==> src/rtl/multicycle_ctrl.sv <==
// multicycle_ctrl
//   Multi-cycle sequencer for the MIPS-subset datapath (ADDU/SUBU/AND/OR/SLT,
//   ORI, LW, SW, BEQ, J, ADDI, LUI). Each instruction walks the FSM through
//   fetch, decode, execute, an optional memory access and writeback. Instruction
//   fetch and data access share one memory port through a mem_req/mem_ready
//   handshake.
//
// Ports
//   clk, reset   rising-edge clock, synchronous active-high reset
//   op, func     IR[31:26] and IR[5:0]; only looked at in DECODE
//   zero         ALU zero flag for BEQ
//   mem_ready    memory finishes the current access this cycle
//   mem_req      memory request, held until mem_ready
//   PCWrite      PC load enable; npcctrol selects the next-PC source
//   IRWrite      instruction register load enable
//   RegWrite     register file write enable
//   ALUsrc       0 = rt data, 1 = extended immediate
//   RegDst       0 = rt, 1 = rd
//   MemWrite     write qualifier for mem_req
//   MemToReg     00 ALU, 01 memory, 10 lui immediate
//   npcctrol     00 PC+4, 01 jump target, 10 branch target
//   ExtOp        00 zero-ext, 01 sign-ext, 10 upper
//   ALUctr       000 ADD, 001 SUB, 010 OR, 011 AND, 111 SLT
//   instr_done   pulse on the last cycle of every instruction
//   illegal_op   pulse in DECODE for an unknown op/func
module multicycle_ctrl (
  input  logic       clk,
  input  logic       reset,
  input  logic [5:0] op,
  input  logic [5:0] func,
  input  logic       zero,
  input  logic       mem_ready,
  output logic       mem_req,
  output logic       PCWrite,
  output logic       IRWrite,
  output logic       RegWrite,
  output logic       ALUsrc,
  output logic       RegDst,
  output logic       MemWrite,
  output logic [1:0] MemToReg,
  output logic [1:0] npcctrol,
  output logic [1:0] ExtOp,
  output logic [2:0] ALUctr,
  output logic       instr_done,
  output logic       illegal_op
);

  localparam logic [5:0] OP_RTYPE = 6'b000000;
  localparam logic [5:0] OP_J     = 6'b000010;
  localparam logic [5:0] OP_BEQ   = 6'b000100;
  localparam logic [5:0] OP_ADDI  = 6'b001000;
  localparam logic [5:0] OP_ORI   = 6'b001101;
  localparam logic [5:0] OP_LUI   = 6'b001111;
  localparam logic [5:0] OP_LW    = 6'b100011;
  localparam logic [5:0] OP_SW    = 6'b101011;

  localparam logic [5:0] FN_ADDU  = 6'b100001;
  localparam logic [5:0] FN_SUBU  = 6'b100011;
  localparam logic [5:0] FN_AND   = 6'b100100;
  localparam logic [5:0] FN_OR    = 6'b100101;
  localparam logic [5:0] FN_SLT   = 6'b101010;

  typedef enum logic [2:0] {
    FETCH, DECODE, EXEC, MEM_RD, MEM_WR, WB, BRANCH, JUMP
  } state_t;

  state_t     state, next_state;
  logic [5:0] op_q, func_q;

  logic       op_known, func_known;
  logic       exec_alusrc, exec_regdst;
  logic [1:0] exec_ext;
  logic [2:0] exec_alu;

  // State register; op/func are captured only in DECODE so later IR-bus
  // activity cannot disturb an instruction in flight.
  always_ff @(posedge clk) begin
    if (reset) begin
      state  <= FETCH;
      op_q   <= '0;
      func_q <= '0;
    end else begin
      state <= next_state;
      if (state == DECODE) begin
        op_q   <= op;
        func_q <= func;
      end
    end
  end

  // Legality check on the live IR fields, used in DECODE only.
  always_comb begin
    op_known   = 1'b0;
    func_known = 1'b0;
    case (func)
      FN_ADDU, FN_SUBU, FN_AND, FN_OR, FN_SLT: func_known = 1'b1;
      default:                                 func_known = 1'b0;
    endcase
    case (op)
      OP_RTYPE:                                          op_known = func_known;
      OP_J, OP_BEQ, OP_ADDI, OP_ORI, OP_LUI, OP_LW, OP_SW: op_known = 1'b1;
      default:                                           op_known = 1'b0;
    endcase
  end

  // Execute-phase datapath controls from the latched instruction. WB reuses
  // them so the ALU result stays valid while the register file is written.
  always_comb begin
    exec_alusrc = 1'b0;
    exec_regdst = 1'b0;
    exec_ext    = 2'b00;
    exec_alu    = 3'b000;
    case (op_q)
      OP_RTYPE: begin
        exec_regdst = 1'b1;
        case (func_q)
          FN_SUBU: exec_alu = 3'b001;
          FN_AND:  exec_alu = 3'b011;
          FN_OR:   exec_alu = 3'b010;
          FN_SLT:  exec_alu = 3'b111;
          default: exec_alu = 3'b000;
        endcase
      end
      OP_ORI: begin
        exec_alusrc = 1'b1;
        exec_alu    = 3'b010;
      end
      OP_ADDI, OP_LW, OP_SW: begin
        exec_alusrc = 1'b1;
        exec_ext    = 2'b01;
      end
      default: ;
    endcase
  end

  // Next-state and Moore outputs. Reset overrides every output last so no
  // strobe escapes during a reset cycle, even mid memory wait.
  always_comb begin
    next_state = state;
    mem_req    = 1'b0;
    PCWrite    = 1'b0;
    IRWrite    = 1'b0;
    RegWrite   = 1'b0;
    ALUsrc     = 1'b0;
    RegDst     = 1'b0;
    MemWrite   = 1'b0;
    MemToReg   = 2'b00;
    npcctrol   = 2'b00;
    ExtOp      = 2'b00;
    ALUctr     = 3'b000;
    instr_done = 1'b0;
    illegal_op = 1'b0;

    case (state)
      FETCH: begin
        mem_req = 1'b1;
        if (mem_ready) begin
          IRWrite    = 1'b1;
          PCWrite    = 1'b1;
          next_state = DECODE;
        end
      end
      DECODE: begin
        if (!op_known) begin
          illegal_op = 1'b1;
          instr_done = 1'b1;
          next_state = FETCH;
        end else begin
          case (op)
            OP_BEQ:  next_state = BRANCH;
            OP_J:    next_state = JUMP;
            OP_LUI:  next_state = WB;
            default: next_state = EXEC;
          endcase
        end
      end
      EXEC: begin
        ALUsrc = exec_alusrc;
        RegDst = exec_regdst;
        ExtOp  = exec_ext;
        ALUctr = exec_alu;
        case (op_q)
          OP_LW:   next_state = MEM_RD;
          OP_SW:   next_state = MEM_WR;
          default: next_state = WB;
        endcase
      end
      MEM_RD: begin
        mem_req = 1'b1;
        ALUsrc  = 1'b1;
        ExtOp   = 2'b01;
        if (mem_ready) next_state = WB;
      end
      MEM_WR: begin
        mem_req  = 1'b1;
        MemWrite = 1'b1;
        ALUsrc   = 1'b1;
        ExtOp    = 2'b01;
        if (mem_ready) begin
          instr_done = 1'b1;
          next_state = FETCH;
        end
      end
      WB: begin
        RegWrite   = 1'b1;
        ALUsrc     = exec_alusrc;
        RegDst     = exec_regdst;
        ExtOp      = exec_ext;
        ALUctr     = exec_alu;
        instr_done = 1'b1;
        if (op_q == OP_LW) begin
          MemToReg = 2'b01;
        end else if (op_q == OP_LUI) begin
          MemToReg = 2'b10;
          ExtOp    = 2'b10;
        end
        next_state = FETCH;
      end
      BRANCH: begin
        ALUctr     = 3'b001;
        instr_done = 1'b1;
        if (zero) begin
          PCWrite  = 1'b1;
          npcctrol = 2'b10;
        end
        next_state = FETCH;
      end
      JUMP: begin
        PCWrite    = 1'b1;
        npcctrol   = 2'b01;
        instr_done = 1'b1;
        next_state = FETCH;
      end
      default: next_state = FETCH;
    endcase

    if (reset) begin
      mem_req    = 1'b0;
      PCWrite    = 1'b0;
      IRWrite    = 1'b0;
      RegWrite   = 1'b0;
      ALUsrc     = 1'b0;
      RegDst     = 1'b0;
      MemWrite   = 1'b0;
      MemToReg   = 2'b00;
      npcctrol   = 2'b00;
      ExtOp      = 2'b00;
      ALUctr     = 3'b000;
      instr_done = 1'b0;
      illegal_op = 1'b0;
    end
  end

endmodule

==> config.mk <==
export PLATFORM = sky130hd
export DESIGN_NAME = multicycle_ctrl
export DESIGN_NICKNAME = d
export VERILOG_FILES = /design/src/rtl/multicycle_ctrl.sv
export SDC_FILE = /design/constraint.sdc
export NUM_CORES = 1
export LEC_CHECK = 0
export CAP_MARGIN = 10
export CORE_AREA = 5 5 61 63
export DETAILED_ROUTE_END_ITERATION = 16
export DIE_AREA = 0 0 66 68
export HOLD_SLACK_MARGIN = 0.03
export PLACE_DENSITY_LB_ADDON = 0.05
export SYNTH_ARGS = -nofsm -noshare
export SYNTH_HDL_FRONTEND = slang
export SYNTH_SLANG_ARGS = --single-unit
==> constraint.sdc <==
create_clock -name clk -period 1.9 [get_ports clk]
set_input_delay 0.475 -clock clk [delete_from_list [all_inputs] [get_ports clk]]
set_output_delay 0.475 -clock clk [all_outputs]
set_load 0.1 [all_outputs]
Word level (Yosys, flattened, before mapping) --
Cells that the tools add are included.
Word-level totals: register bits after elaboration 15, input bits 16, output and inout port bits 18, word-level logic and storage cells 94
Cells by class: equality and inequality tests 31, muxes and demuxes 48, reductions and logical operators 12
Operator list (count):
- 6-bit == test (second input constant) | 13
- 6-bit by 4-bit == test with 1-bit output (second input constant) | 6
- 1-bit two-way mux | 22
- 2-bit two-way mux | 9
- 3-bit case mux with 2 select lines | 3
- 3-bit case mux with 6 select lines | 1
- 3-bit two-way mux | 5
- 3-bit == test (second input constant) | 4
- 6-bit logical NOT | 2
- 3-bit case mux with 4 select lines | 1
- 3-bit case mux with 3 select lines | 1
- 3-bit OR reduction | 3
- 7-bit OR reduction | 1
- 3-bit by 2-bit == test with 1-bit output (second input constant) | 2
- 6-bit by 2-bit == test with 1-bit output (second input constant) | 1
- 6-bit by 3-bit == test with 1-bit output (second input constant) | 1
- 2-bit != test (second input constant) | 3
- 1-bit case mux with 3 select lines | 2
- 2-bit case mux with 3 select lines | 1
- 5-bit OR reduction | 1
- 1-bit case mux with 2 select lines | 2
- 2-bit case mux with 2 select lines | 1
- 2-bit OR reduction | 2
- 4-bit OR reduction | 1
- 3 further kinds | 3

Longest topological paths before layout --
Gate-level depths: netlist of run 1.
word-level depth 7, mapped depth 6, mapped depth without buffers 5

Least setup slack after synthesis of run 1 --
Ideal clock, no wire load.
kind input-to-output, start point in op[2], end point out illegal_op, arrival time 3.927 ns, required time 1.425 ns, setup slack -2.502 ns, cell stages on the path 6, path buffers 1, path through clkbuf_1 -> xnor2_1 -> o31ai_1 -> nand2_1 -> nand2_1 -> nor4_1
Between the ends: longest elaborated chain between the ends 6, elaborated cells between the ends (all ways) 13, classes of those cells eq/ne (7); mux (4); reduce/logical (2)
RTL lines:
- start: declaration | line 29 | input logic [5:0] op,
- 6-bit by 4-bit == test with 1-bit output, or another cell as far along | line 99 | case (op)
- 7-bit OR reduction | line 99
- 1-bit case mux with 2 select lines (*) | line 99
- 1-bit two-way mux (*) | line 164 | if (!op_known) begin
- 1-bit two-way mux (*) | line 154 | case (state)
- 1-bit two-way mux (*) | line 237 | if (reset) begin
- end: declaration | line 45 | output logic illegal_op
Mark *: on every way between the ends. The rest lies on a longest branch, timed or not.

Final worst setup path of run 1 --
start point reg state[0], end point out ALUctr[2]
Between the ends: longest elaborated chain between the ends 4, elaborated cells between the ends (all ways) 6, classes of those cells eq/ne (3); mux (2); reduce/logical (1)
RTL lines:
- start: declaration | line 67 | state_t state, next_state;
- start signal: assignment | line 83 | state <= next_state;
- 3-bit == test / 3-bit by 2-bit == test with 1-bit output (equally long branches) | line 154
- 2-bit OR reduction (no source line)
- 3-bit case mux with 2 select lines (*) | line 154
- 3-bit two-way mux (*) | line 237
- end: declaration | line 43 | output logic [2:0] ALUctr,
Marks and branches as above.

==> metrics, run 1 <==
total inserted antenna cells 0; largest net degree at the start of global routing 15; post-synthesis sequential area ratio 0.284; Worst Skew 0.00552 ns; Crit Path Class flip-flop to output port; Hold Vio Cnt, Final 0; ANT nets after route 0; max_cap viols 0; root buf cell clkbuf_4; arrival time at the worst endpoint 2.08 ns; Filler cells 247; GRT Resource Usage Total 0.182; crit-path max FO 3; final worst slack -0.655 ns; worst hold start func_q[5]; Seq cells post-synth 15; Std-Cell Rows 21; Die Ht 68 um; total grt overflow 0; Num CTS Buffers 3; first-pass GRT wire length 6310 um; setup violators final 17; CP Data Required Time 1.42 ns; hold path endpoint func_q[5]; Mapped Nets 170; Max stage delay on crit path 0.54 ns; Post-Layout Inst Area 2360 um^2; Pre-antenna DRT Iters 4; Synth Instances 154; EDFF count, synth 0; critical path cell sequence or3b_4, o21ai_2, nand2_2, or4b_4, nor3_4, buf_12; final WL 3870 um; CTS clk-pin slew, worst paths 0.09 ns; RR Endpoint state[1]; Yosys cell types 39; period utilisation layout 1.34; post-place instance area 2040 um^2; synthesized cell area 1060 um^2; initial DRC count 22; DIE WIDTH 66 um; failing checks negative setup slack; core area 3180 um^2; post-synthesis average cell area 6.87 um^2; prevailing post-synth register cell dfxtp_1; Min Hold Slack 0.476 ns; CTS tree built; Post-synth ARST share 0; min-delay worst type flip-flop to flip-flop; area of the die 4490 um^2; Final Slew Violations 0; startpoint class of the critical path flip-flop; initial antenna violation count 0; crit path time final 2.55 ns; Pleak 0.944 nW; worst-case reg-to-reg path depth 8; Largest delay share family, worst path simple AND/OR/NAND/NOR gates; I/O pins 34; initial core utilization 0.333; GPL Wtd Cong 0.871; vias per inst 5.12; Remaining DRCs 0; TritonCTS Sinks 15; placement-stage worst setup slack -0.683 ns; Slew headroom 0.737; status complete, but fails checks; vias in the first global route 1417; reg2reg setup slack 0 ns; total power 0.000935 W; DR vias 1440; worst-margin pin slew 0.390 ns; Pwr Density 396 nW/um^2; multi-input logic area 987 um^2; Syn-to-layout area delta 123%; Ys Warns 0; CTS H-tree lvls 1; worst-skew pair later-pin latency 0.29 ns; worst r2r src state[0]; WHS Path Cells 2; Port Buffers 33; Buffers & Inverters on Critical Path 1; WL/cell 13.8 um; CP max-delay cell or4b_4; Final Net Count 252; Max VDD drop 0.295 mV; fmax 391 MHz; Longest Clk Path Bufs 2; DP Wirelength 2900 um; layout cells sized above 1 0.545; Setup crit end kind output port; RSZ-0062 raised after global routing yes; register area 309 um^2
registers in the layout, summed over array words and instances, names as in the netlist:
signal and count:
state 3, op_q 6, func_q 6
worst reg2reg max path, cell delays in order, from the launching register on:
cell and delay (ns):
dfxtp_2 0.33, buf_4 0.20, inv_2 0.07, buf_6 0.14
or3_1 0.43, buf_4 0.21, nor3_2 0.22, a32o_1 0.17
a21o_1 0.09
layout make-up:
type / instances / area share
sequential: 15 / 0.131
inverter: 1 / 0.00159
multi-input combinational: 128 / 0.418
timing repair buffer: 87 / 0.413
tap: 46 / 0.0244
clock buffer: 3 / 0.00954
clock inverter: 1 / 0.00212
worst max path at each step:
stage | from | slack, ns | to | cells past startpoint
after floorplan | state[1] | -0.81 | ALUctr[2] | 6
after detailed placement | reset | -0.68 | ALUctr[2] | 6
after CTS | state[0] | -0.72 | ALUctr[2] | 6
after global routing | state[0] | -0.72 | ALUctr[2] | 6
after global placement | reset | -0.67 | ALUctr[1] | 6
final | state[0] | -0.65 | ALUctr[2] | 6
timing repair:
action                                  CTS  global route
pin swaps                                24             9
hold buffers                              0             0
gates cloned                              0             0
resized for setup                        47            22
buffers inserted                         16             4
endpoints found under the setup margin   19            20
power breakdown:
group          internal, W  total, W  switching, W
clock            0.0000783  0.000186      0.000108
combinational     0.000185  0.000402      0.000217
sequential        0.000331  0.000347     0.0000162
placed cells by master (no fill, tap or decap), types with 2 or more instances in the layout:
cell type	netlist	routed
buf_4	1	37
nand2_1	34	27
a21oi_1	21	19
buf_12	0	18
buf_6	0	16
dfxtp_1	15	10
nor2_4	0	7
nand2_2	0	6
nor3_1	8	5
nor2_1	11	4
nand4_1	4	4
dlygate4sd2_1	0	4
clkdlybuf4s50_1	0	4
dfxtp_2	0	4
nor2b_4	0	3
clkbuf_4	0	3
clkdlybuf4s15_1	0	3
and3_4	0	2
o21a_1	2	2
o21ai_2	1	2
nand2b_4	0	2
and3_1	5	2
or3_1	3	2
nand2b_1	4	2
o21ai_1	4	2
nor3_4	0	2
nor3_2	1	2
buf_8	0	2
cell usage after synthesis, types with 2 or more instances:
| cell | count | share of area |
|---|---|---|
| nand2b_1 | 4 | 0.024 |
| nand2_1 | 34 | 0.12 |
| nor4b_1 | 2 | 0.017 |
| or3b_1 | 2 | 0.017 |
| o21a_1 | 2 | 0.014 |
| nor2b_1 | 3 | 0.018 |
| nor2_1 | 11 | 0.039 |
| nor4bb_1 | 2 | 0.019 |
| and3_1 | 5 | 0.030 |
| clkbuf_1 | 9 | 0.032 |
| dfxtp_1 | 15 | 0.28 |
| o31ai_1 | 3 | 0.021 |
| nand4_1 | 4 | 0.024 |
| a21oi_1 | 21 | 0.099 |
| o21ai_1 | 4 | 0.019 |
| nor3_1 | 8 | 0.038 |
| or3_1 | 3 | 0.018 |
kinds of logic after synthesis:
group,after synthesis,synth area share
AOI/OAI and AO/OA,40,0.235
DFF,15,0.284
buffers and inverters,11,0.0426
xor gates and xnor gates,1,0.00828
and+or+nand+nor,87,0.430
layer usage:
layer | track usage | part of all wire | vias up
li1 | - | - | 719
met1 | 0.209 | 0.41 | 666
met2 | 0.322 | 0.52 | 44
met3 | 0.0246 | 0.044 | 11
met4 | 0.109 | 0.024 | 0
met5 | 0 | 0 | -
metrics by stage:
| step | cells | util | setup TNS (ns) |
|---|---|---|---|
| finish | 281 | 0.743 | -5.16 |
| global route | 281 | 0.743 | -6.71 |
| CTS | 281 | 0.723 | -5.54 |
| detailed placement | 261 | 0.641 | -8.25 |
| global placement | 261 | 0.641 | -8.00 |
| floorplan | 154 | - | -5.87 |
Power figures use the tool's default switching activity.
==> inputs of run 2 (changes only) <==
--- a/config.mk
+++ b/config.mk
@@ -11,6 +11,7 @@
 export DIE_AREA = 0 0 66 68
 export HOLD_SLACK_MARGIN = 0.03
 export PLACE_DENSITY_LB_ADDON = 0.05
+export SKIP_LAST_GASP = 1
 export SYNTH_ARGS = -nofsm -noshare
 export SYNTH_HDL_FRONTEND = slang
 export SYNTH_SLANG_ARGS = --single-unit
==> constraint.sdc (replaced) <==
create_clock -name clk -period 2.2 [get_ports clk]
set_input_delay 0.55 -clock clk [delete_from_list [all_inputs] [get_ports clk]]
set_output_delay 0.55 -clock clk [all_outputs]
set_load 0.1 [all_outputs]
==> run 2 against run 1 <==
Effect of this change: via count increased by 2.6%; cell count is 0.71% lower; clock skew decreased by 0.0033 ns; the run still ends with negative setup slack left; combinational power down 12%; sequential power shrank 13%; hold slack lost 0.0047 ns.
==> metrics, run 2 (synthesis gave the netlist of run 1 again) <==
initial DRC count 58 (+160%); Clock power frac 0.192 (-0.007); worst-case reg-to-reg path depth 9 (+1); final worst slack -0.426 ns (+0.229 ns); combinational share of power 0.437 (+0.007); sw frac 0.363 (-0.00132); crit-path max FO 3 (unchanged); critical path cell sequence or3b_4, o21ai_2, nand2_2, or4b_4, nor3_4, buf_12; total inserted antenna cells 0 (unchanged); Pleak 0.952 nW (+0.84%); Pre-antenna DRT Iters 6 (+2); Crit Path Class flip-flop to output port; hold path endpoint func_q[5]; Post-Layout Inst Area 2340 um^2 (-0.69%); Max stage delay on crit path 0.54 ns (about the same); period utilisation layout 1.19; worst-skew pair later-pin latency 0.28 ns (about the same); DP Wirelength 2690 um (-7.0%); GPL Wtd Cong 0.798 (-8.5%); largest net degree at the start of global routing 20 (+5); Syn-to-layout area delta 122%; startpoint class of the critical path flip-flop; Final Slew Violations 0 (unchanged); setup violators final 8 (-9); root buf cell clkbuf_4; Num CTS Buffers 3 (unchanged); Hold Buf Count CTS 0 (unchanged); crit path time final 2.63 ns; WHS Path Cells 2 (unchanged); Top Registers func_q: 6 flops, op_q: 6 flops, state: 3 flops; CP max-delay cell or4b_4; vias per inst 5.29 (+3.3%); Remaining DRCs 0 (unchanged); Longest Clk Path Bufs 2 (unchanged); CTS H-tree lvls 1 (unchanged); highest-count cells in the layout ignoring fill and taps buf_4, nand2_1, a21oi_1, buf_12, buf_6; GRT Resource Usage Total 0.180 (-0.00167); Slew headroom 0.778 (+0.0410); CTS tree built; CP Data Required Time 1.65 ns (+0.23 ns); Worst Skew 0.00218 ns (-0.00334 ns); Filler cells 246 (-0.40%); Setup crit end kind output port; initial antenna violation count 0 (unchanged); final WL 4150 um (+7.0%); status complete, but fails checks; vias in the first global route 1393 (-1.7%); Hold Vio Cnt, Final 0 (unchanged); RR Endpoint state[1]; switching power 0.000295 W (-13%); worst-margin pin slew 0.328 ns (-0.0629 ns); reg2reg setup slack 0.32 ns (+0.32 ns); total grt overflow 0 (unchanged); failing checks negative setup slack; fmax 381 MHz; RSZ-0062 raised after global routing yes; layout cells sized above 1 0.575 (+0.0304); Internal 0.000519 W (-13%); area of the die 4490 um^2 (unchanged); worst r2r src state[0]; initial core utilization 0.333 (unchanged); ANT nets after route 0 (unchanged); min-delay worst type flip-flop to flip-flop; Flop pwr share 0.371 (about the same); CTS clk-pin slew, worst paths 0.09 ns (about the same); arrival time at the worst endpoint 2.08 ns (about the same); total power 0.000814 W (-13%); first-pass GRT wire length 6360 um (+0.76%); max_cap viols 0 (unchanged); core area 3180 um^2 (unchanged); Std-Cell Rows 21 (unchanged); DIE WIDTH 66 um (unchanged); post-place instance area 1970 um^2 (-3.3%); worst hold start func_q[5]; most common cell after layout, fill and taps aside buf_4; Max VDD drop 0.301 mV (+2.2%); Final Net Count 250 (-0.79%); total negative slack -1.74 ns (+3.41 ns); DR vias 1477 (+2.6%); WL/cell 14.9 um (+7.8%); TritonCTS Sinks 15 (unchanged); Die Ht 68 um (unchanged); Port Buffers 33 (unchanged); Pwr Density 347 nW/um^2 (-12%); I/O pins 34 (unchanged)
run 2: critical path, delay by kind of cell (launching register included):
kind | cells | cell delay, ns
AO/OA/AOI/OAI | 1 | 0.08
buffers and inverters | 1 | 0.20
flip-flops | 1 | 0.34
AND/OR/NAND/NOR | 4 | 1.17
run 2: metal layers:
layer	up-vias	GRT usage	routed length, um
li1	713	-	-
met1	681	0.216	1630
met2	67	0.330	2180
met3	16	0.0197	211
met4	0	0.0711	119
met5	-	0	0
run 2: power groups by stage:
stage	Sequential, W	Combinational, W	Clock (W)
3_3_place_gp	0.000304	0.000288	0
2_1_floorplan	0.000304	0.000161	0
3_5_place_dp	0.000305	0.000292	0
6_report	0.000302	0.000355	0.000157
4_1_cts	0.000301	0.000324	0.000156
5_1_grt	0.000304	0.000375	0.000172
run 2: stage by stage:
| stage | hold WS [ns] | setup slack (ns) | util | cells |
|---|---|---|---|---|
| 4_1_cts | 0.472 | -0.483 | 0.695 | 270 |
| 3_3_place_gp | 0.446 | -0.531 | 0.620 | 256 |
| 5_1_grt | 0.494 | -0.506 | 0.738 | 279 |
| 3_5_place_dp | 0.459 | -0.566 | 0.620 | 256 |
| 6_report | 0.471 | -0.426 | 0.738 | 279 |
| 2_1_floorplan | 0.432 | -0.584 | - | 154 |
run 2: final cells by class:
| cell class | instances | area [um^2] | share of cell area |
|---|---|---|---|
| Sequential cell | 15 | 313 | 0.133 |
| Clock buffer | 3 | 22.5 | 0.00961 |
| Clock inverter | 1 | 5.00 | 0.00213 |
| Inverter | 1 | 6.26 | 0.00267 |
| Timing Repair Buffer | 85 | 933 | 0.398 |
| Tap cell | 46 | 57.6 | 0.0245 |
| Multi-Input combinational cell | 128 | 1010 | 0.430 |
run 2: how the worst max path moves through the flow:
stage	from	endpoint	slack [ns]	cells after the start
after floorplan	state[1]	ALUctr[2]	-0.58	6
after global placement	reset	ALUctr[1]	-0.53	6
after detailed placement	op[1]	instr_done	-0.57	7
after CTS	state[2]	ALUctr[2]	-0.48	6
after global routing	state[1]	ALUctr[2]	-0.51	6
final	state[1]	ALUctr[2]	-0.43	6
run 2: timing repair:
action / CTS / global route
pin swaps: 17 / 18
setup buffers: 11 / 11
gates resized for setup: 66 / 31
endpoints found under the setup margin: 17 / 13
==> inputs of run 3 (changes only) <==
--- a/config.mk
+++ b/config.mk
@@ -6,9 +6,9 @@
 export NUM_CORES = 1
 export LEC_CHECK = 0
 export CAP_MARGIN = 10
-export CORE_AREA = 5 5 61 63
+export CORE_AREA = 5 5 70 72
 export DETAILED_ROUTE_END_ITERATION = 16
-export DIE_AREA = 0 0 66 68
+export DIE_AREA = 0 0 75 77
 export HOLD_SLACK_MARGIN = 0.03
 export PLACE_DENSITY_LB_ADDON = 0.05
 export SKIP_LAST_GASP = 1
==> run 3 against run 2 <==
Effect of this change: the flow still finishes with violations (negative setup slack); flip-flop and latch count unchanged; cell area down 4.2%; highest routed layer unchanged; register-to-register slack worse by 0.08 ns; critical endpoint unchanged; die area up 29%; via count down 6.5%; first-iteration DRC count down 12%; largest power group unchanged; sequential share of layout area up 0.59 points; setup slack better by 0.041 ns.
==> metrics, run 3 (synthesis gave the netlist of run 1 again) <==
Final Slew Violations 0 (unchanged); max_cap viols 0 (unchanged); Port Buffers 33 (unchanged); arrival time at the worst endpoint 2.03 ns (-0.05 ns); worst-margin pin slew 0.382 ns (+0.0545 ns); WL/cell 13.4 um (-10%); CTS clk-pin slew, worst paths 0.07 ns (-0.02 ns); Hold Vio Cnt, Final 0 (unchanged); Max stage delay on crit path 0.55 ns (about the same); failing checks negative setup slack; vias in the first global route 1287 (-7.6%); crit path time final 2.58 ns (-0.0410 ns); startpoint class of the critical path flip-flop; GPL Wtd Cong 0.771 (-3.3%); TritonCTS Sinks 15 (unchanged); status complete, but fails checks; most common cell after layout, fill and taps aside buf_4; total inserted antenna cells 0 (unchanged); Remaining DRCs 0 (unchanged); WHS Path Cells 2 (unchanged); CP max-delay cell or4b_4; min-delay worst type flip-flop to flip-flop; Longest Clk Path Bufs 2 (unchanged); Syn-to-layout area delta 112%; worst-case reg-to-reg path depth 8 (-1); initial core utilization 0.250 (-0.0829); Final Net Count 244 (-2.4%); Pwr Density 379 nW/um^2 (+9.1%); Setup crit end kind output port; final worst slack -0.385 ns (+0.0410 ns); vias per inst 4.95 (-6.5%); area of the die 5780 um^2 (+29%); crit-path max FO 3 (unchanged); hold path endpoint func_q[5]; DP Wirelength 2880 um (+6.9%); DR vias 1381 (-6.5%); largest net degree at the start of global routing 17 (-15%); final WL 3730 um (-10%); Std-Cell Rows 24 (+14%); critical path cell sequence or3b_4, o21ai_2, nand2_1, or4b_4, nor3_4, buf_12; Max VDD drop 0.236 mV (-22%); setup violators final 7 (-1); DIE WIDTH 75 um (+14%); root buf cell clkbuf_8; Crit Path Class flip-flop to output port; Die Ht 77 um (+13%); Slew headroom 0.742 (-0.0368); CTS H-tree lvls 1 (unchanged); highest-count cells in the layout ignoring fill and taps buf_4, nand2_1, a21oi_1, buf_12; Top Registers func_q: 6 flops, op_q: 6 flops, state: 3 flops; CP Data Required Time 1.65 ns (about the same); Buffers & Inverters on Critical Path 1 (unchanged); Finished Core Util 0.530 (-0.207); core area 4230 um^2 (+33%); CTS tree built; Worst Skew 0.00439 ns (+0.00221 ns); ANT nets after route 0 (unchanged); worst r2r src state[0]; worst hold start func_q[5]; Pre-antenna DRT Iters 6 (unchanged); Num CTS Buffers 3 (unchanged); I/O pins 34 (unchanged); RSZ-0062 raised after global routing yes; placement-stage worst setup slack -0.547 ns (+0.0182 ns); period utilisation layout 1.17 (-0.0186); worst-skew pair later-pin latency 0.25 ns (-0.03 ns); layout cells sized above 1 0.537 (-0.0377); initial DRC count 51 (-12%); first-pass GRT wire length 5800 um (-8.9%); Largest delay share family, worst path simple AND/OR/NAND/NOR gates; fmax 387 MHz (+1.6%); initial antenna violation count 0 (unchanged); RR Endpoint state[1]; GRT Resource Usage Total 0.127 (-0.0538); total grt overflow 0 (unchanged); Pleak 0.884 nW (-7.1%); reg2reg setup slack 0.24 ns (-0.08 ns)
[run 3: changes by cell type in the layout (fill, tap and decap cells not counted), sizes merged]
cell / before / now
dlygate4sd2: 3 / 6
buf: 75 / 65
clkdlybuf4s50: 2 / 3
clkdlybuf4s15: 1 / 0
dlymetal6s2s: 1 / 0
clkbuf: 6 / 8
[run 3: layer usage]
layer	part of all wire	track usage
met3	0.048	0.0170
met4	0.010	0.0463
met2	0.49	0.206
met5	0	0
met1	0.45	0.167
[run 3: final cells by class]
cell class / count / area (um^2)
fill: 398 / 1990
multi-input combinational: 128 / 966
timing repair buffer: 79 / 852
sequential: 15 / 313
tap: 52 / 65.1
clock buffer: 3 / 41.3
clock inverter: 1 / 5.00
inverter: 1 / 3.75
[run 3: worst max-delay path by stage]
stage,from,to,cells past startpoint
finish,state[0],ALUctr[2],6
global route,state[0],ALUctr[2],6
CTS,state[0],ALUctr[2],6
detailed placement,op[1],instr_done,7
global placement,reset,ALUctr[1],6
floorplan,state[1],ALUctr[2],6
[run 3: worst min-delay path, cell delays in order, from the launching register on]
cell and delay, ns:
dfxtp_1 0.31, nand2_1 0.05, a21oi_1 0.05
[run 3: timing repair]
| action | CTS | global route |
|---|---|---|
| cloned | 0 | 0 |
| endpoints found under the hold margin | 0 | 0 |
| pin swaps | 18 | 14 |
| endpoints found under the setup margin | 18 | 13 |
| gates resized for setup | 40 | 26 |
| buffers inserted | 5 | 5 |
| hold buffers | 0 | 0 |
[run 3: stage by stage]
stage,power (W),std cells,area (um^2),hold WS [ns],TNS [ns]
floorplan,0.000464,154,1200,0.432,-4.20
global placement,0.000606,266,2010,0.448,-5.73
finish,0.000851,279,2250,0.456,-1.75
global route,0.000891,279,2250,0.483,-2.24
CTS,0.000838,275,2160,0.461,-1.87
detailed placement,0.000608,266,2010,0.452,-5.75
[run 3: where the power goes]
part	switching [W]	internal [W]	leakage [nW]
sequential	0.0000145	0.000286	0.126
clock	0.000101	0.000125	0.0255
combinational	0.000179	0.000145	0.733
